[config.mk]
export PLATFORM = sky130hd
export DESIGN_NAME = axi_dw_rd_lane_scheduler
export DESIGN_NICKNAME = d
export VERILOG_FILES = /design/src/rtl/axi_dw_rd_lane_scheduler.sv
export SDC_FILE = /design/constraint.sdc
export NUM_CORES = 1
export LEC_CHECK = 0
export CAP_MARGIN = 30
export CORE_MARGIN = 2
export CORE_UTILIZATION = 50
export CTS_BUF_LIST = sky130_fd_sc_hd__clkbuf_8
export CTS_CLUSTER_DIAMETER = 60
export CTS_CLUSTER_SIZE = 24
export DETAILED_ROUTE_END_ITERATION = 6
export PLACE_DENSITY = 0.76
export SETUP_SLACK_MARGIN = 0.4
export SLEW_MARGIN = 40
export SYNTH_ARGS = -nofsm -noshare
export SYNTH_HDL_FRONTEND = slang
export SYNTH_SLANG_ARGS = --single-unit
[constraint.sdc]
create_clock -name clk_i -period 2.34 [get_ports clk_i]
set_input_delay 0.468 -clock clk_i [delete_from_list [all_inputs] [get_ports clk_i]]
set_output_delay 0.468 -clock clk_i [all_outputs]
set_load 0.05 [all_outputs]
[src/rtl/axi_dw_rd_lane_scheduler.sv]
// ---------------------------------------------------------------------------
// axi_dw_rd_lane_scheduler
//   Read-lane allocator/scheduler for the AXI data-width upsizer read path.
//   Every accepted AR is given one of NumLanes lanes. Every returning R beat
//   is steered to the lane that holds the oldest outstanding read with the
//   beat's ID. A lane is released on the last beat of its burst. An age
//   matrix keeps same-ID reads in order, so several can be in flight at once.
//
// Ports
//   clk_i, rst_ni     clock, asynchronous active-low reset
//   alloc_valid_i     AR requests a lane
//   alloc_ready_o     at least one lane is free (registered state only)
//   alloc_id_i        AR ID stored with the granted lane
//   alloc_lane_o      lowest free lane (0 when none are free)
//   r_valid_i         R beat present
//   r_ready_i         R beat consumed by the datapath
//   r_id_i            R beat ID
//   r_last_i          R beat is the last one of its burst
//   r_hit_o           a busy lane matches r_id_i (qualified by r_valid_i)
//   r_lane_o          lane owning the beat (0 when !r_hit_o)
//   lane_busy_o       per-lane busy vector
//   free_cnt_o        number of free lanes
//   err_o             sticky: a beat was handshaked with no matching lane
// ---------------------------------------------------------------------------
module axi_dw_rd_lane_scheduler #(
  parameter  int unsigned NumLanes     = 4,
  parameter  int unsigned IdWidth      = 4,
  localparam int unsigned LaneIdxWidth = (NumLanes > 1) ? $clog2(NumLanes) : 1
) (
  input  logic                    clk_i,
  input  logic                    rst_ni,
  input  logic                    alloc_valid_i,
  output logic                    alloc_ready_o,
  input  logic [IdWidth-1:0]      alloc_id_i,
  output logic [LaneIdxWidth-1:0] alloc_lane_o,
  input  logic                    r_valid_i,
  input  logic                    r_ready_i,
  input  logic [IdWidth-1:0]      r_id_i,
  input  logic                    r_last_i,
  output logic                    r_hit_o,
  output logic [LaneIdxWidth-1:0] r_lane_o,
  output logic [NumLanes-1:0]     lane_busy_o,
  output logic [LaneIdxWidth:0]   free_cnt_o,
  output logic                    err_o
);

  localparam int unsigned CntWidth = LaneIdxWidth + 1;

  logic [NumLanes-1:0] busy_q, busy_d;
  logic [IdWidth-1:0]  id_q    [NumLanes];
  logic [IdWidth-1:0]  id_d    [NumLanes];
  // older_q[k][j] = 1: lane j was allocated before lane k and is still busy.
  logic [NumLanes-1:0] older_q [NumLanes];
  logic [NumLanes-1:0] older_d [NumLanes];
  logic                err_q,  err_d;

  logic [NumLanes-1:0] match;
  logic [NumLanes-1:0] cand;
  logic [NumLanes-1:0] free_mask;
  logic                any_match;
  logic                alloc_fire;
  logic                free_fire;
  logic                err_fire;
  logic                found_r;
  logic                found_a;
  logic [CntWidth-1:0] free_cnt;

  // Steering: the candidate is the matching lane with no older matching lane.
  always_comb begin
    match = '0;
    cand  = '0;
    for (int unsigned j = 0; j < NumLanes; j++) begin
      match[j] = busy_q[j] && (id_q[j] == r_id_i);
    end
    for (int unsigned j = 0; j < NumLanes; j++) begin
      cand[j] = match[j] && !(|(older_q[j] & match));
    end
  end

  assign any_match = |match;
  assign r_hit_o   = r_valid_i && any_match;

  always_comb begin
    r_lane_o = '0;
    found_r  = 1'b0;
    for (int unsigned j = 0; j < NumLanes; j++) begin
      if (r_hit_o && cand[j] && !found_r) begin
        r_lane_o = LaneIdxWidth'(j);
        found_r  = 1'b1;
      end
    end
  end

  // Allocation looks only at registered busy state, so a lane freed this
  // cycle is not offered until the next one and r_* never reaches ready.
  always_comb begin
    alloc_lane_o = '0;
    found_a      = 1'b0;
    free_cnt     = '0;
    for (int unsigned j = 0; j < NumLanes; j++) begin
      if (!busy_q[j]) begin
        free_cnt = free_cnt + CntWidth'(1);
        if (!found_a) begin
          alloc_lane_o = LaneIdxWidth'(j);
          found_a      = 1'b1;
        end
      end
    end
  end

  assign alloc_ready_o = |(~busy_q);
  assign alloc_fire    = alloc_valid_i && alloc_ready_o;
  assign free_fire     = r_valid_i && r_ready_i && r_last_i && r_hit_o;
  assign err_fire      = r_valid_i && r_ready_i && !r_hit_o;

  always_comb begin
    free_mask = '0;
    for (int unsigned j = 0; j < NumLanes; j++) begin
      if (free_fire && (r_lane_o == LaneIdxWidth'(j))) free_mask[j] = 1'b1;
    end
  end

  // Next state: free first (drop busy bit and its age column everywhere),
  // then allocate with an age row that excludes the lane freed this cycle.
  always_comb begin
    busy_d = busy_q & ~free_mask;
    err_d  = err_q || err_fire;
    for (int unsigned k = 0; k < NumLanes; k++) begin
      id_d[k]    = id_q[k];
      older_d[k] = older_q[k] & ~free_mask;
    end
    if (alloc_fire) begin
      for (int unsigned k = 0; k < NumLanes; k++) begin
        if (alloc_lane_o == LaneIdxWidth'(k)) begin
          busy_d[k]  = 1'b1;
          id_d[k]    = alloc_id_i;
          older_d[k] = busy_q & ~free_mask;
        end
      end
    end
  end

  always_ff @(posedge clk_i or negedge rst_ni) begin
    if (!rst_ni) begin
      busy_q <= '0;
      err_q  <= 1'b0;
      for (int unsigned k = 0; k < NumLanes; k++) begin
        id_q[k]    <= '0;
        older_q[k] <= '0;
      end
    end else begin
      busy_q <= busy_d;
      err_q  <= err_d;
      for (int unsigned k = 0; k < NumLanes; k++) begin
        id_q[k]    <= id_d[k];
        older_q[k] <= older_d[k];
      end
    end
  end

  assign lane_busy_o = busy_q;
  assign free_cnt_o  = free_cnt;
  assign err_o       = err_q;

  for (genvar k = 0; k < NumLanes; k++) begin : g_age_inv
    a_no_self_age : assert property (@(posedge clk_i) disable iff (!rst_ni)
      !older_q[k][k]);
    a_age_busy : assert property (@(posedge clk_i) disable iff (!rst_ni)
      (older_q[k] & ~busy_q) == '0);
  end

  a_one_cand : assert property (@(posedge clk_i) disable iff (!rst_ni)
    any_match |-> $onehot(cand));

endmodule

== Word level (Yosys, flattened, before mapping) ==
Cells that the tools add are included.

* Input bits: 14
* Output and inout port bits: 14
* Logic and storage cells: 113
* Flip-flop bits (word level): 37

* Bitwise gates (word level): 11
* Equality and inequality tests: 10
* Multiplexer cells: 33
* Reduce and logical (&&, ||, !) cells: 46
* $add $sub $neg: 3

{| class="wikitable"
|+ Operators with widths
! kind !! number
|-
| $and 4x4->4 || 9
|-
| $logic_and 1x1->1 || 25
|-
| $reduce_or 4->1 || 6
|-
| $mux 4 || 5
|-
| $mux 1 || 18
|-
| $eq 4x4->1 || 4
|-
| $mux 16 || 1
|-
| $mux 2 || 6
|-
| $add 3x1->3 const B || 3
|-
| $mux 3 || 3
|-
| $eq 2x2->1 const B || 4
|-
| $logic_not 1->1 || 8
|-
| $not 4->4 || 2
|-
| $reduce_and 2->1 || 4
|-
| $eq 2x1->1 const B || 2
|-
| $logic_not 2->1 || 2
|-
| $logic_or 1x1->1 || 1
|}

== Logic depth before layout (Yosys ltp) ==
Gate-level depths: netlist of the first run.

* Depth after elaboration: 24
* Mapped depth: 8
* Mapped depth without buffers: 7

== Worst setup path before layout of the first run ==
Ideal clock, no wire load.

* Path type: register to output
* Start: register busy_q[2], in the netlist lane_busy_o[2]
* End: output port r_lane_o[1]
* Required time: 1.872 ns
* Path slack: -1.419 ns
* Path buffers: 1
* Cell stages (with the launch flop): 6
* Arrival: 3.291 ns
* Cells stage by stage: dfrtp_1 > clkbuf_1 > o2111ai_1 > nor4_1 > and4b_1 > nor4_1

* Longest elaborated chain between the ends: 16
* Elaborated cells between the ends (all ways): 34
* Those cells by class: 5 x mux; 4 x bitwise; 25 x reduce/logical

{| class="wikitable"
|+ Ends and longest elaborated chain
! what !! RTL line !! RTL
|-
| start: declaration || 49 || <nowiki>logic [NumLanes-1:0] busy_q, busy_d;</nowiki>
|-
| start signal: assignment || 152 || <nowiki>busy_q <= busy_d;</nowiki>
|-
| $logic_and 1x1->1 * || 73 || <nowiki>match[j] = busy_q[j] && (id_q[j] == r_id_i);</nowiki>
|-
| $and 4x4->4 || 76 || <nowiki>cand[j] = match[j] && !(|(older_q[j] & match));</nowiki>
|-
| $reduce_or 4->1 || 76 ||
|-
| $logic_not 1->1 || 76 ||
|-
| $logic_and 1x1->1 || 76 ||
|-
| $logic_and 1x1->1 || 87 || <nowiki>if (r_hit_o && cand[j] && !found_r) begin</nowiki>
|-
| $mux 1 || 87 ||
|-
| $logic_not 1->1 || 87 ||
|-
| $logic_and 1x1->1 || 87 ||
|-
| $mux 1 || 87 ||
|-
| $logic_not 1->1 || 87 ||
|-
| $logic_and 1x1->1 || 87 ||
|-
| $mux 1 || 87 ||
|-
| $logic_not 1->1 || 87 ||
|-
| $logic_and 1x1->1 || 87 ||
|-
| $mux 2 * || 87 ||
|-
| end: declaration || 41 || <nowiki>output logic [LaneIdxWidth-1:0] r_lane_o,</nowiki>
|}

Every way passes the cells marked *; elsewhere a longest branch is shown, timed or not.

== Worst setup path in the final report of the first run ==
* Start: register id_q[2] (netlist bit)
* End: output port r_lane_o[1]

* Longest elaborated chain between the ends: 17
* Elaborated cells between the ends (all ways): 35
* Those cells by class: 1 x eq/ne; 5 x mux; 4 x bitwise; 25 x reduce/logical

{| class="wikitable"
|+ Ends and longest elaborated chain
! what !! RTL line !! RTL
|-
| start: declaration || 50 || <nowiki>logic [IdWidth-1:0] id_q [NumLanes];</nowiki>
|-
| start signal: indexed assignment || 155 || <nowiki>id_q[k] <= id_d[k];</nowiki>
|-
| $eq 4x4->1 * || 73 ||
|-
| $logic_and 1x1->1 * || 73 ||
|-
| $and 4x4->4 || 76 ||
|-
| $reduce_or 4->1 || 76 ||
|-
| $logic_not 1->1 || 76 ||
|-
| $logic_and 1x1->1 || 76 ||
|-
| $logic_and 1x1->1 || 87 ||
|-
| $mux 1 || 87 ||
|-
| $logic_not 1->1 || 87 ||
|-
| $logic_and 1x1->1 || 87 ||
|-
| $mux 1 || 87 ||
|-
| $logic_not 1->1 || 87 ||
|-
| $logic_and 1x1->1 || 87 ||
|-
| $mux 1 || 87 ||
|-
| $logic_not 1->1 || 87 ||
|-
| $logic_and 1x1->1 || 87 ||
|-
| $mux 2 * || 87 ||
|}

Marks and branches as above.

==> metrics.md, run 1 <==
| Metric | Value |
|---|---|
| Status | `finished with violations` |
| Failing checks | `setup timing` |
| Mapped Area | `2120 um^2` |
| Diode count | `0` |
| Die Ht | `69.1 um` |
| First-pass GRT wire length | `12,300 um` |
| LEAKAGE | `1.63 nW` |
| Crit path capture | `r_lane_o[1]` |
| Clock Skew | `0.0102 ns` |
| CTS root buf | `clkbuf_8` |
| Syn nets | `215` |
| FF+latch count, synth | `37` |
| Endpoint class of the critical path | `output pin` |
| Reg clk slew, reported paths | `0.08 ns` |
| Fin crit share | `125%` |
| Worst EP required | `1.87 ns` |
| Crit-path max FO | `2` |
| Most common cell in the netlist | `dfrtp_1` |
| EDFF count, synth | `0` |
| CTS tree | `built` |
| Max-Cap Viols | `0` |
| Asr flop ratio synth | `100%` |
| Routed WL | `11,300 um` |
| Fin cells | `354` |
| Total power | `0.00423 W` |
| Post-route ant nets | `0` |
| Critical Path Source Type | `register` |
| IO Count | `28` |
| Maximum VDD drop | `0.693 mV` |
| Final Max Slew Viols | `0` |
| Crit path from | `id_q[2]` |
| Synth Area per Inst | `10.8 um^2` |
| Router iterations before antenna repair | `5` |
| Ys Warns | `0` |
| RSZ-0062 raised after global routing | `true` |
| CTS hold repair buffers | `0` |
| Netlist cell types | `42` |
| WL/cell | `31.9 um` |
| Ys flop type | `dfrtp_1` |
| Clk buf depth | `2` |
| FF-to-FF Start | `id_q[10]` |
| Core Area | `4030 um^2` |
| Worst-Skew Late Latency | `0.31 ns` |
| Fin. Hold Viols | `0` |
| Post-synth top cells | `dfrtp_1, nor2_1, mux2_2` |
| Critical path arrival | `2.46 ns` |
| Row Count | `23` |
| Via density per instance | `7.04` |
| Largest net degree at the start of global routing | `38` |
| Final Worst Setup Slack | `-0.583 ns` |
| Area contributors post-synth | `dfrtp_1, mux2_2, mux2i_1` |
| DRT iter0 DRCs | `361` |
| Max Freq | `342 MHz` |
| Placer congestion estimate | `0.940` |
| Syn Inst Count | `197` |
| Initial antenna violation count | `1` |
| Post-DP HPWL | `4300 um` |
| Post-synthesis sequential area ratio | `43.6%` |
| Total number of vias | `2,493` |
| Area Overhead vs Synth | `81.3%` |
| Rel. slew slack | `64.3%` |
| Setup CP Type | `register to output pin` |
| DIE WIDTH | `69.1 um` |
| TritonCTS Buffers | `5` |
| Clock sink total | `37` |
| Hold Crit Class | `register to register` |
| GRT overflow | `0` |
| # setup viols final | `25` |
| Minimum clock period | `2.92 ns` |
| # nets final | `321` |
| CTS HTree Levels | `2` |
| Initial Utilization | `52.7%` |
| Number of global-route vias before repair | `2,295` |
| R2R cell count | `13` |
| Synth top area share | `43.6%` |
| Placed cells | `302` |
| Pre-CTS worst setup slack | `-0.860 ns` |
| Reg-to-reg slack, setup | `-0.51 ns` |
| Share of layout cells above drive strength 1 | `64.5%` |
| Measured slew at the worst slew-check pin | `0.535 ns` |
| Worst reg2reg path endpoint | `older_q[15]` |
| Die area | `4780 um^2` |
| DRC | `0` |
| PD cells | `1100 nW/um^2` |
| PortBufs | `27` |
| GRT Resource Usage Total | `33.5%` |
| Synth area leader | `dfrtp_1` |
[per-stage QoR]
stage               util (%)  area [um^2]  TNS [ns]  hold slack, ns
global route            95.5         3850    -11.26           0.529
finish                  95.5         3850     -9.43           0.510
detailed placement      72.4         2920    -14.30           0.466
CTS                     85.4         3440     -2.63           0.482
global placement        72.4         2920    -13.88           0.448
floorplan                  -         2320    -0.747           0.172
[per-layer routing]
metal  GRT usage [%]  part of all wire (%)  vias up
met1            38.9                    34     1187
met4            15.3                    10        2
met3            10.1                    12      116
met5               0                 0.097        -
met2            56.8                    44      262
li1                -                     -      926
[worst min path at each step]
| stage | start | end | depth (start not counted) |
|---|---|---|---|
| 6_report | err_o | err_o | 1 |
| 5_1_grt | err_o | err_o | 1 |
| 4_1_cts | err_o | err_o | 1 |
| 3_5_place_dp | err_o | err_o | 1 |
| 3_3_place_gp | err_o | err_o | 1 |
| 2_1_floorplan | rst_ni | err_o | 0 |
[state kept, by name, indices dropped and copies added (netlist names)]
register,flops
id_q,16
older_q,16
err_o,1
lane_busy_o,4
[critical path, cell delays in order, from the launching register on]
cell and delay, ns:
dfrtp_1 0.41, xor2_1 0.17, nor3_2 0.29, nand4b_1 0.24, buf_4 0.22, nor4_4 0.31, nor2_2 0.11, nor4_4 0.22
buf_12 0.18
[power by group]
part / total (W) / internal, W / leakage (nW) / switching [W]
Clock: 0.000441 / 0.000202 / 0.0491 / 0.000239
Sequential: 0.00109 / 0.000853 / 0.431 / 0.000239
Combinational: 0.00270 / 0.00125 / 1.15 / 0.00145
Total: 0.00423 / 0.00230 / 1.63 / 0.00193
[what timing repair did]
action / CTS / global route
cloned: 1 / 1
setup endpoints to repair: 38 / 43
resized for setup: 71 / 72
buffers inserted: 29 / 13
pin swaps: 20 / 20
[cells in the final DEF, fill, tap and decap left out, drive strengths merged, types with 6 or more instances in the layout]
master,n
nor2b,6
mux2i,11
mux2,16
inv,12
dfrtp,37
nor2,17
a21oi,15
buf,90
xor2,8
clkdlybuf4s50,9
clkbuf,6
[cells by family (layout without fill, tap and decap cells)]
group	Yosys count	in the layout	synth area share (%)
flops	37	37	43.6
simple gates	65	65	19.0
fa+ha+maj	4	4	2.36
compound gates	33	33	12.7
mux	27	27	13.7
buf+inv	18	125	3.24
xor+xnor	13	13	5.37
[layout make-up]
class | count | area [um^2]
Fill cell | 91 | 183
Multi-Input combinational cell | 142 | 1660
Sequential cell | 37 | 931
Tap cell | 50 | 62.6
Timing Repair Buffer | 106 | 1060
Clock inverter | 3 | 13.8
Inverter | 11 | 48.8
Clock buffer | 5 | 68.8
No activity file was read; power rests on OpenSTA's default activity.
==> inputs of run 2 (changes only) <==
Settings changed: DONT_BUFFER_PORTS set to 1, PLACE_DENSITY 0.76 to 0.68.
==> run 2 against run 1 <==
  * The run ends with hold timing, setup timing left
  * Combinational power is 14% lower
  * Final cell count fell by 12%
  * Fmax grew 4.8%
  * Global-route usage fell by 7.2 points
  * Worst setup slack better by 0.14 ns
  * Via count shrank 22%
  * Largest power group unchanged
==> metrics.md, run 2 (synthesis gave the netlist of run 1 again) <==
| Metric | Value |
|---|---|
| Failing checks | `hold timing, setup timing` |
| Sw Share | `41.0%` |
| Final Util | `85.9%` |
| Max-Cap Viols | `0` |
| Diode count | `0` |
| Reg clk slew, reported paths | `0.07 ns` |
| Endpoint class of the critical path | `output pin` |
| Fin. Hold Viols | `2` |
| Sw Pwr | `0.00161 W` |
| Comb power frac | `58.8%` |
| Fin crit share | `119%` |
| Final Max Slew Viols | `0` |
| Post-DP HPWL | `4120 um` |
| CTS HTree Levels | `2` |
| First-pass GRT wire length | `9760 um` |
| Largest net degree at the start of global routing | `38` |
| DIE WIDTH | `69.1 um` |
| Reg power frac | `26.9%` |
| Router iterations before antenna repair | `4` |
| Pre-CTS worst setup slack | `-0.162 ns` |
| Setup TNS | `-1.14 ns` |
| Hold Slack | `-0.00200 ns` |
| Share of layout cells above drive strength 1 | `60.8%` |
| Total power | `0.00394 W` |
| WL/cell | `24.0 um` |
| Most frequent cells in the layout | `dfrtp_1, buf_4, buf_6, nor2_1` |
| Setup CP Type | `register to output pin` |
| Measured slew at the worst slew-check pin | `0.504 ns` |
| Clock Skew | `0.00540 ns` |
| Final Worst Setup Slack | `-0.448 ns` |
| LEAKAGE | `1.44 nW` |
| DRT iter0 DRCs | `297` |
| Initial Utilization | `52.7%` |
| Initial antenna violation count | `0` |
| TritonCTS Buffers | `5` |
| Clock power share | `14.3%` |
| # nets final | `277` |
| Total number of vias | `1,953` |
| Clock sink total | `37` |
| Critical Path Source Type | `register` |
| Maximum VDD drop | `0.574 mV` |
| Int Pwr | `0.00233 W` |
| Die area | `4780 um^2` |
| Critical path arrival | `2.32 ns` |
| Die Ht | `69.1 um` |
| Routed WL | `7430 um` |
| Max Freq | `359 MHz` |
| Core Area | `4030 um^2` |
| Area Overhead vs Synth | `63.1%` |
| Status | `finished with violations` |
| Worst-Skew Late Latency | `0.30 ns` |
| Worst EP required | `1.87 ns` |
| PortBufs | `0` |
| CTS tree | `built` |
| CTS root buf | `clkbuf_8` |
| DRC | `0` |
| Post-route ant nets | `0` |
| Hold Crit Class | `input port to asynchronous set/reset pin` |
| PD cells | `1140 nW/um^2` |
| Via density per instance | `6.30` |
| Crit-path max FO | `2` |
| Minimum clock period | `2.79 ns` |
| GRT overflow | `0` |
| RSZ-0062 raised after global routing | `true` |
| Number of global-route vias before repair | `1,897` |
| GRT Resource Usage Total | `26.3%` |
| Placer congestion estimate | `0.988` |
| IO Count | `28` |
| Row Count | `23` |
| Rel. slew slack | `66.3%` |
| # setup viols final | `7` |
| Clk buf depth | `2` |
| Most common cell after layout, fill and taps aside | `dfrtp_1` |
==> run 2: cell count changes in the layout (fill, tap and decap cells not counted), moves of 3 or more <==
cell	delta
buf_6	-13
buf_4	-12
clkdlybuf4s50_1	-9
a21oi_2	-4
a21oi_1	+3
buf_2	-3
clkdlybuf4s15_2	-3
==> run 2: final timing paths <==
path	startpoint	endpoint	slack, ns	cells after the start
hold / removal	rst_ni	id_q[8]	-0.002	1
setup reg to reg	id_q[4]	lane_busy_o[1]	0	10
hold reg to reg	id_q[1]	id_q[1]	0.53	1
min in group clk_i	alloc_id_i[0]	id_q[4]	0.30	2
setup / recovery	id_q[2]	r_lane_o[0]	-0.45	6
max in group asynchronous	rst_ni	lane_busy_o[1]	2.14	1
==> run 2: power groups by stage <==
stage | clock network, W | logic [W] | registers, W
floorplan | 0 | 0.00103 | 0.00102
global placement | 0 | 0.00146 | 0.00103
detailed placement | 0 | 0.00151 | 0.00104
CTS | 0.000570 | 0.00189 | 0.00104
global route | 0.000601 | 0.00241 | 0.00108
finish | 0.000562 | 0.00232 | 0.00106
==> run 2: worst max-delay path: stages, from the launching register on <==
cell and delay [ns]:
dfrtp_1 0.39, xor2_1 0.15, nor3_2 0.25, nand4b_1 0.25, or4_4 0.51, nor2_2 0.19
o211a_4 0.28
==> run 2: layout make-up <==
| type | count | area, um^2 |
|---|---|---|
| repair buffers | 62 | 658 |
| fillers | 174 | 568 |
| clock inverters | 2 | 33.8 |
| clock buffers | 6 | 82.6 |
| multi-input cells | 142 | 1640 |
| well taps | 50 | 62.6 |
| flip-flops and latches | 37 | 931 |
| inverters | 11 | 55.1 |
==> run 2: timing repair <==
item,4_1_cts,5_1_grt
gates cloned,1,1
buffers inserted,16,9
pin swaps,21,15
hold endpoints to repair,37,0
gates resized for setup,47,54
setup endpoints to repair,31,38
hold buffers,1,0
==> run 2: per-layer routing <==
layer / GRT usage [%] / wire length (um) / vias to the layer above
met4: 10.9 / 336 / 0
met3: 6.73 / 621 / 29
li1: - / - / 841
met1: 32.7 / 2700 / 964
met5: 0 / 0 / -
met2: 43.7 / 3770 / 119
==> run 2: through the flow <==
step	instances	cell area (um^2)
after floorplan	197	2320
after global placement	274	2620
after detailed placement	274	2620
after CTS	300	3160
after global routing	310	3460
final	310	3460
